`src/rtl/calc_entry_ctrl.sv`:
```
// ---------------------------------------------------------------------------
// calc_entry_ctrl
//
// Keypad-entry sequencer for the calculator datapath. Digit key events are
// shifted into two packed-BCD operand registers (A then B), an operator is
// latched, and "=" hands the operands to the ALU with a one-cycle start. The
// block then waits for the ALU to finish or for a timeout, whichever comes
// first, and reports the outcome on a sticky error flag.
//
// Parameters
//   DIGITS   BCD digits per operand (operand width = 4*DIGITS)
//   TIMEOUT  cycles spent in S_WAIT without alu_done before a forced error
//
// Ports
//   clk          in   system clock, everything on posedge
//   rst          in   asynchronous, active-high reset
//   digit_valid  in   single-cycle digit key event
//   digit        in   digit value (values above 9 are ignored)
//   op_valid     in   single-cycle operator key event
//   op           in   operator: 0 add, 1 sub, 2 mul, 3 div
//   eq_valid     in   single-cycle "=" event
//   bksp_valid   in   single-cycle backspace event
//   clr_valid    in   single-cycle clear event
//   alu_ready    in   ALU can accept a start
//   alu_done     in   ALU result valid (pulse)
//   alu_error    in   ALU error, qualified by alu_done
//   bcd_a        out  operand A, packed BCD, least significant digit in [3:0]
//   bcd_b        out  operand B, packed BCD
//   alu_op       out  latched operator
//   alu_start    out  one-cycle start pulse to the ALU
//   state_o      out  current state encoding
//   busy         out  high while in S_ISSUE or S_WAIT
//   err          out  sticky error flag
//
// All outputs come straight from registers.
// ---------------------------------------------------------------------------
module calc_entry_ctrl #(
    parameter int DIGITS  = 4,
    parameter int TIMEOUT = 1023
) (
    input  logic                  clk,
    input  logic                  rst,
    input  logic                  digit_valid,
    input  logic [3:0]            digit,
    input  logic                  op_valid,
    input  logic [1:0]            op,
    input  logic                  eq_valid,
    input  logic                  bksp_valid,
    input  logic                  clr_valid,
    input  logic                  alu_ready,
    input  logic                  alu_done,
    input  logic                  alu_error,
    output logic [4*DIGITS-1:0]   bcd_a,
    output logic [4*DIGITS-1:0]   bcd_b,
    output logic [1:0]            alu_op,
    output logic                  alu_start,
    output logic [2:0]            state_o,
    output logic                  busy,
    output logic                  err
);

    localparam int W  = 4 * DIGITS;
    localparam int CW = $clog2(DIGITS + 1);
    localparam int TW = $clog2(TIMEOUT + 1);

    localparam logic [CW-1:0] FULL_CNT   = CW'(DIGITS);
    localparam logic [TW-1:0] TIMEOUT_TW = TW'(TIMEOUT);

    typedef enum logic [2:0] {
        S_A     = 3'd0,
        S_B     = 3'd1,
        S_ISSUE = 3'd2,
        S_WAIT  = 3'd3,
        S_DONE  = 3'd4
    } state_t;

    // A digit is shifted in only if it is a decimal digit, the operand still
    // has room, and it is not a leading zero (a leading zero would consume a
    // digit slot while leaving the value unchanged).
    function automatic logic digit_takes(input logic [3:0] d, input logic [CW-1:0] cnt);
        return (d <= 4'd9) && (cnt != FULL_CNT) && !((d == 4'd0) && (cnt == '0));
    endfunction

    function automatic logic [W-1:0] shift_digit_in(input logic [W-1:0] r, input logic [3:0] d);
        return {r[W-5:0], d};
    endfunction

    // ------------------------------------------------------------------
    // Registers
    // ------------------------------------------------------------------
    state_t          r_state;
    logic [W-1:0]    r_a;
    logic [W-1:0]    r_b;
    logic [CW-1:0]   r_cnt_a;
    logic [CW-1:0]   r_cnt_b;
    logic [1:0]      r_op;
    logic            r_start;
    logic            r_busy;
    logic            r_err;
    logic [TW-1:0]   r_tcnt;

    // ------------------------------------------------------------------
    // Next-state values
    // ------------------------------------------------------------------
    state_t          w_state_nxt;
    logic [W-1:0]    w_a_nxt;
    logic [W-1:0]    w_b_nxt;
    logic [CW-1:0]   w_cnt_a_nxt;
    logic [CW-1:0]   w_cnt_b_nxt;
    logic [1:0]      w_op_nxt;
    logic            w_start_nxt;
    logic            w_busy_nxt;
    logic            w_err_nxt;
    logic [TW-1:0]   w_tcnt_nxt;

    // Operand currently being edited (A in S_A, B in S_B) and its edited value
    logic            w_in_b;
    logic [W-1:0]    w_cur_reg;
    logic [CW-1:0]   w_cur_cnt;
    logic [W-1:0]    w_edit_reg;
    logic [CW-1:0]   w_edit_cnt;
    logic [TW-1:0]   w_tcnt_inc;

    assign w_in_b     = (r_state == S_B);
    assign w_cur_reg  = w_in_b ? r_b : r_a;
    assign w_cur_cnt  = w_in_b ? r_cnt_b : r_cnt_a;
    // r_tcnt never exceeds TIMEOUT-1, so the increment cannot wrap.
    assign w_tcnt_inc = r_tcnt + 1'b1;

    // Editing of the active operand. The highest-priority event present
    // claims the cycle even when it turns out to be a no-op, so a backspace
    // on an empty operand still swallows a simultaneous digit.
    always_comb begin
        w_edit_reg = w_cur_reg;
        w_edit_cnt = w_cur_cnt;
        if (bksp_valid) begin
            if (w_cur_cnt != '0) begin
                w_edit_reg = w_cur_reg >> 4;
                w_edit_cnt = w_cur_cnt - 1'b1;
            end
        end else if (!eq_valid && !op_valid && digit_valid) begin
            if (digit_takes(digit, w_cur_cnt)) begin
                w_edit_reg = shift_digit_in(w_cur_reg, digit);
                w_edit_cnt = w_cur_cnt + 1'b1;
            end
        end
    end

    always_comb begin
        w_state_nxt = r_state;
        w_a_nxt     = r_a;
        w_b_nxt     = r_b;
        w_cnt_a_nxt = r_cnt_a;
        w_cnt_b_nxt = r_cnt_b;
        w_op_nxt    = r_op;
        w_start_nxt = 1'b0;
        w_err_nxt   = r_err;
        w_tcnt_nxt  = r_tcnt;

        if (clr_valid) begin
            // Abort from anywhere; a late alu_done then lands in S_A where
            // nothing listens to it.
            w_state_nxt = S_A;
            w_a_nxt     = '0;
            w_b_nxt     = '0;
            w_cnt_a_nxt = '0;
            w_cnt_b_nxt = '0;
            w_op_nxt    = 2'd0;
            w_err_nxt   = 1'b0;
            w_tcnt_nxt  = '0;
        end else begin
            case (r_state)
                S_A, S_B: begin
                    if (w_in_b) begin
                        w_b_nxt     = w_edit_reg;
                        w_cnt_b_nxt = w_edit_cnt;
                    end else begin
                        w_a_nxt     = w_edit_reg;
                        w_cnt_a_nxt = w_edit_cnt;
                    end
                    if (!bksp_valid) begin
                        if (eq_valid) begin
                            if (w_in_b) begin
                                w_state_nxt = S_ISSUE;
                            end
                        end else if (op_valid) begin
                            w_op_nxt    = op;
                            w_state_nxt = S_B;
                        end
                    end
                end

                S_ISSUE: begin
                    if (alu_ready) begin
                        w_start_nxt = 1'b1;
                        w_tcnt_nxt  = '0;
                        w_state_nxt = S_WAIT;
                    end
                end

                S_WAIT: begin
                    // done is checked first so it wins over a coincident timeout
                    if (alu_done) begin
                        w_err_nxt   = alu_error;
                        w_state_nxt = S_DONE;
                    end else if (w_tcnt_inc == TIMEOUT_TW) begin
                        w_err_nxt   = 1'b1;
                        w_state_nxt = S_DONE;
                    end else begin
                        w_tcnt_nxt  = w_tcnt_inc;
                    end
                end

                S_DONE: begin
                    // A new digit starts a fresh calculation; op/eq/bksp are
                    // ignored here but still outrank a simultaneous digit.
                    if (!bksp_valid && !eq_valid && !op_valid &&
                        digit_valid && (digit <= 4'd9)) begin
                        w_a_nxt     = {{(W-4){1'b0}}, digit};
                        w_cnt_a_nxt = (digit == 4'd0) ? '0 : CW'(1);
                        w_b_nxt     = '0;
                        w_cnt_b_nxt = '0;
                        w_err_nxt   = 1'b0;
                        w_state_nxt = S_A;
                    end
                end

                default: begin
                    w_state_nxt = S_A;
                end
            endcase
        end

        w_busy_nxt = (w_state_nxt == S_ISSUE) || (w_state_nxt == S_WAIT);
    end

    always_ff @(posedge clk or posedge rst) begin
        if (rst) begin
            r_state <= S_A;
            r_a     <= '0;
            r_b     <= '0;
            r_cnt_a <= '0;
            r_cnt_b <= '0;
            r_op    <= 2'd0;
            r_start <= 1'b0;
            r_busy  <= 1'b0;
            r_err   <= 1'b0;
            r_tcnt  <= '0;
        end else begin
            r_state <= w_state_nxt;
            r_a     <= w_a_nxt;
            r_b     <= w_b_nxt;
            r_cnt_a <= w_cnt_a_nxt;
            r_cnt_b <= w_cnt_b_nxt;
            r_op    <= w_op_nxt;
            r_start <= w_start_nxt;
            r_busy  <= w_busy_nxt;
            r_err   <= w_err_nxt;
            r_tcnt  <= w_tcnt_nxt;
        end
    end

    assign bcd_a     = r_a;
    assign bcd_b     = r_b;
    assign alu_op    = r_op;
    assign alu_start = r_start;
    assign state_o   = r_state;
    assign busy      = r_busy;
    assign err       = r_err;

endmodule

```
`config.mk`:
```
export PLATFORM = sky130hd
export DESIGN_NAME = calc_entry_ctrl
export DESIGN_NICKNAME = d
export VERILOG_FILES = /design/src/rtl/calc_entry_ctrl.sv
export SDC_FILE = /design/constraint.sdc
export NUM_CORES = 1
export LEC_CHECK = 0
export ABC_AREA = 1
export BUFFER_PORTS_ARGS = -buffer_cell sky130_fd_sc_hd__buf_2
export CORE_MARGIN = 2
export CORE_UTILIZATION = 50
export CTS_CLUSTER_DIAMETER = 200
export CTS_CLUSTER_SIZE = 40
export DETAILED_ROUTE_END_ITERATION = 12
export HOLD_SLACK_MARGIN = 0.15
export PLACE_DENSITY = 0.8
export SLEW_MARGIN = 5
export SYNTH_ARGS = -nofsm -noshare
export SYNTH_HDL_FRONTEND = slang
export SYNTH_SLANG_ARGS = --single-unit
```
`constraint.sdc`:
```
create_clock -name clk -period 4.11 [get_ports clk]
set_input_delay 0.411 -clock clk [delete_from_list [all_inputs] [get_ports clk]]
set_output_delay 0.411 -clock clk [all_outputs]
set_load 0.03 [all_outputs]
```
==> out/metrics.cfg <==
[synth]
synth_edf_count=0
synthesis.nets=513
synth_seq_area_share=0.405
synthArstFlopShare=1.00
ys.flop_type=dfrtp_1
yosysMostFrequentCell=nand2_1
avgSynthCellArea_um2=7.06
synth_area_um2=3460
synthCells=490
synthXorXnorAreaFrac=0.00253
yosys.area_share.simple=0.321
yosysWarnings=0
yosysTopAreaCellShare=0.405
synth_common_cells=nand2_1 (142), inv_1 (57), dfrtp_1 (56)
synth_top_family_by_area=simple AND/OR/NAND/NOR gates
synth_compound_area_frac=0.154
synth_top_area_cell=dfrtp_1
synth_cell_types=32
ys_top_cells_by_area=dfrtp_1 (40%), nand2_1 (15%), o21ai_0 (6.7%)
muxShareOfSynthArea=0
synthAdderAreaFrac=0.0253
ys_ff_latch=56

[worst_setup_path]
crit_arrival_ns=3.60
rr_startpoint=state_o[1]
cp_max_fo=20
cp-start-kind=flip-flop
cp-end-kind=flip-flop
worstSetupPathType=flip-flop to flip-flop
worst_ep_required_time_ns=4.32
cp-startpoint=state_o[1]

[cts]
ctsResizeCount=0
cts_sinks=56
cts.clk_slew.worst_paths_ns=0.10
clk_latency_ns=0.31
clockBufferDepth=2
clockRootBuffer=clkbuf_8
cts.htree.levels=2
cts_setup_buffers=0
cts_tree=done
cts_buffers=5
cts_hold_buf=0

[final_layout]
fin_nets=560
syn_to_final_growth_pct=11.7
postLayoutCoreUtil=0.572
final_area_um2=3870
insertedDiodeCount=0
layout-drive-gt1-share=0.158

[floorplanning]
fp.coreArea_um2=6760
die_h_um=87.2
dieArea_um2=7600
row_count=30
ioPinCount=56
start_util=0.512
die_w_um=87.2

[power_and_ir_drop]
power_mw=1.54
pwr_density_cell_nw_per_um2=399
vdd_drop_max_uv=195
share_comb_of_total_power=0.338
p_sw_uw=593
internal-power_uw=950
clkPwrFrac=0.236
power.leakage_nw=2.06
switching_share=0.384
power_frac_seq=0.426

[timing]
relSlewSlack=0.271
setup-tns-final_ns=0
fin_crit_sh=0.823
hold_viol_final=0
setup_viol=0
rsz0062_at_grt=false
fmax_ghz=0.295
worst_hold_slack_ns=0.285
fin_crit_ns=3.38
worst_pin_slew_ns=1.09
fin_skew_ns=0.00644
drv_slew=0

[global_routing]
overflow=0
grt_pass1_vias=2986
grtUsageMet1=0.328
grt_pass1_wl_mm=14.0
globalRouteTotalUtil=0.231
grtUsageMet3=0.0322
antenna_found_initial=0
met2_usage=0.373
grt_max_degree=57
gr-max-usage-layer=met2

[run_status]
outcome=finished clean

[place]
place_area_um2=3760
portBuffers=55
dp_hpwl_mm=6.14
gp_congestion=0.883

[detailed_routing]
drc=0
drt_pass1_iterations=5
drt-total-wl_mm=8.49
routedWlPerCell_um=13.7
ant_nets=0
vias_per_cell=5.47
vias=3378
drtIter0Drc=477

[worst_hold_path]
min_path_type=input port to async pin

[flow_run]
cap_violations=0

-- final timing paths --
path                         endpoint  slack, ns  depth (start not counted)
setup / recovery           r_cnt_a[2]       0.73                         17
hold / removal              bcd_b[11]       0.28                          3
setup reg to reg           r_cnt_a[2]       0.73                         17
hold reg to reg                   err       0.48                          2
max in group asynchronous        busy       3.36                          3
min in group clk            alu_op[0]       0.32                          3
-- metrics by stage --
step / std cells / setup slack (ns)
global route: 618 / 0.383
CTS: 618 / 0.774
global placement: 610 / 1.00
finish: 618 / 0.726
floorplan: 490 / 1.52
detailed placement: 610 / 0.808
-- cells by family (layout without fill, tap and decap cells) --
group / Yosys count / count (layout)
AO/OA/AOI/OAI: 96 / 96
flip-flops: 56 / 56
adder cells (fa/ha/maj): 7 / 7
XOR/XNOR: 1 / 1
buffers and inverters: 77 / 125
AND/OR/NAND/NOR: 253 / 253
-- power groups by stage --
| stage | Clock, mW | Combinational (mW) | Sequential, mW |
|---|---|---|---|
| 4_1_cts | 0.367 | 0.517 | 0.657 |
| 6_report | 0.365 | 0.521 | 0.658 |
| 3_3_place_gp | 0 | 0.503 | 0.667 |
| 2_1_floorplan | 0 | 0.280 | 0.769 |
| 5_1_grt | 0.388 | 0.574 | 0.667 |
| 3_5_place_dp | 0 | 0.514 | 0.668 |
-- final cells by class --
class | count | area, um2
Clock inverter | 2 | 35.0
Clock buffer | 6 | 72.6
Tap cell | 80 | 100
Sequential cell | 56 | 1400
Fill cell | 668 | 2890
Multi-Input combinational cell | 357 | 1740
Inverter | 60 | 225
Timing Repair Buffer | 57 | 290
-- state kept, by name, indices dropped and copies added (netlist names) --
register	count
r_cnt_a	3
alu_start	1
err	1
bcd_a	16
bcd_b	16
busy	1
r_tcnt	10
alu_op	2
state_o	3
r_cnt_b	3
-- layout by cell type (no fill, tap or decap), drive strengths merged --
cell / instances
nand3b: 3
o21ai: 56
nor2: 50
xor2: 1
nor3: 3
nand4: 5
dfrtp: 56
bufinv: 1
nand3: 47
nand2: 143
clkinv: 2
o2111ai: 1
a31oi: 3
a21boi: 1
o22ai: 11
or2: 2
o211ai: 2
a22oi: 5
clkbuf: 6
inv: 59
buf: 57
a21oi: 17
ha: 7
-- routing by layer --
metal	up-vias	wire length, um	share of wire
li1	1685	-	-
met1	1563	3980	0.47
met2	116	3880	0.46
met3	14	503	0.059
met4	0	127	0.015
met5	-	0	0
-- worst max-delay path, stage by stage (launching register included) --
cell     delay, ns
dfrtp_1       0.42
nor2_2        0.07
nand2_1       0.51
inv_1         0.11
or2_2         0.29
o21ai_0       0.11
inv_1         0.14
ha_1          0.21
inv_1         0.05
nand2_1       0.04
nor2_1        0.17
nand2_1       0.29
inv_1         0.35
nand2_1       0.11
a21oi_1       0.13
o21ai_0       0.12
nand3_1       0.08
nand2_1       0.06
Power figures use the tool's default switching activity.
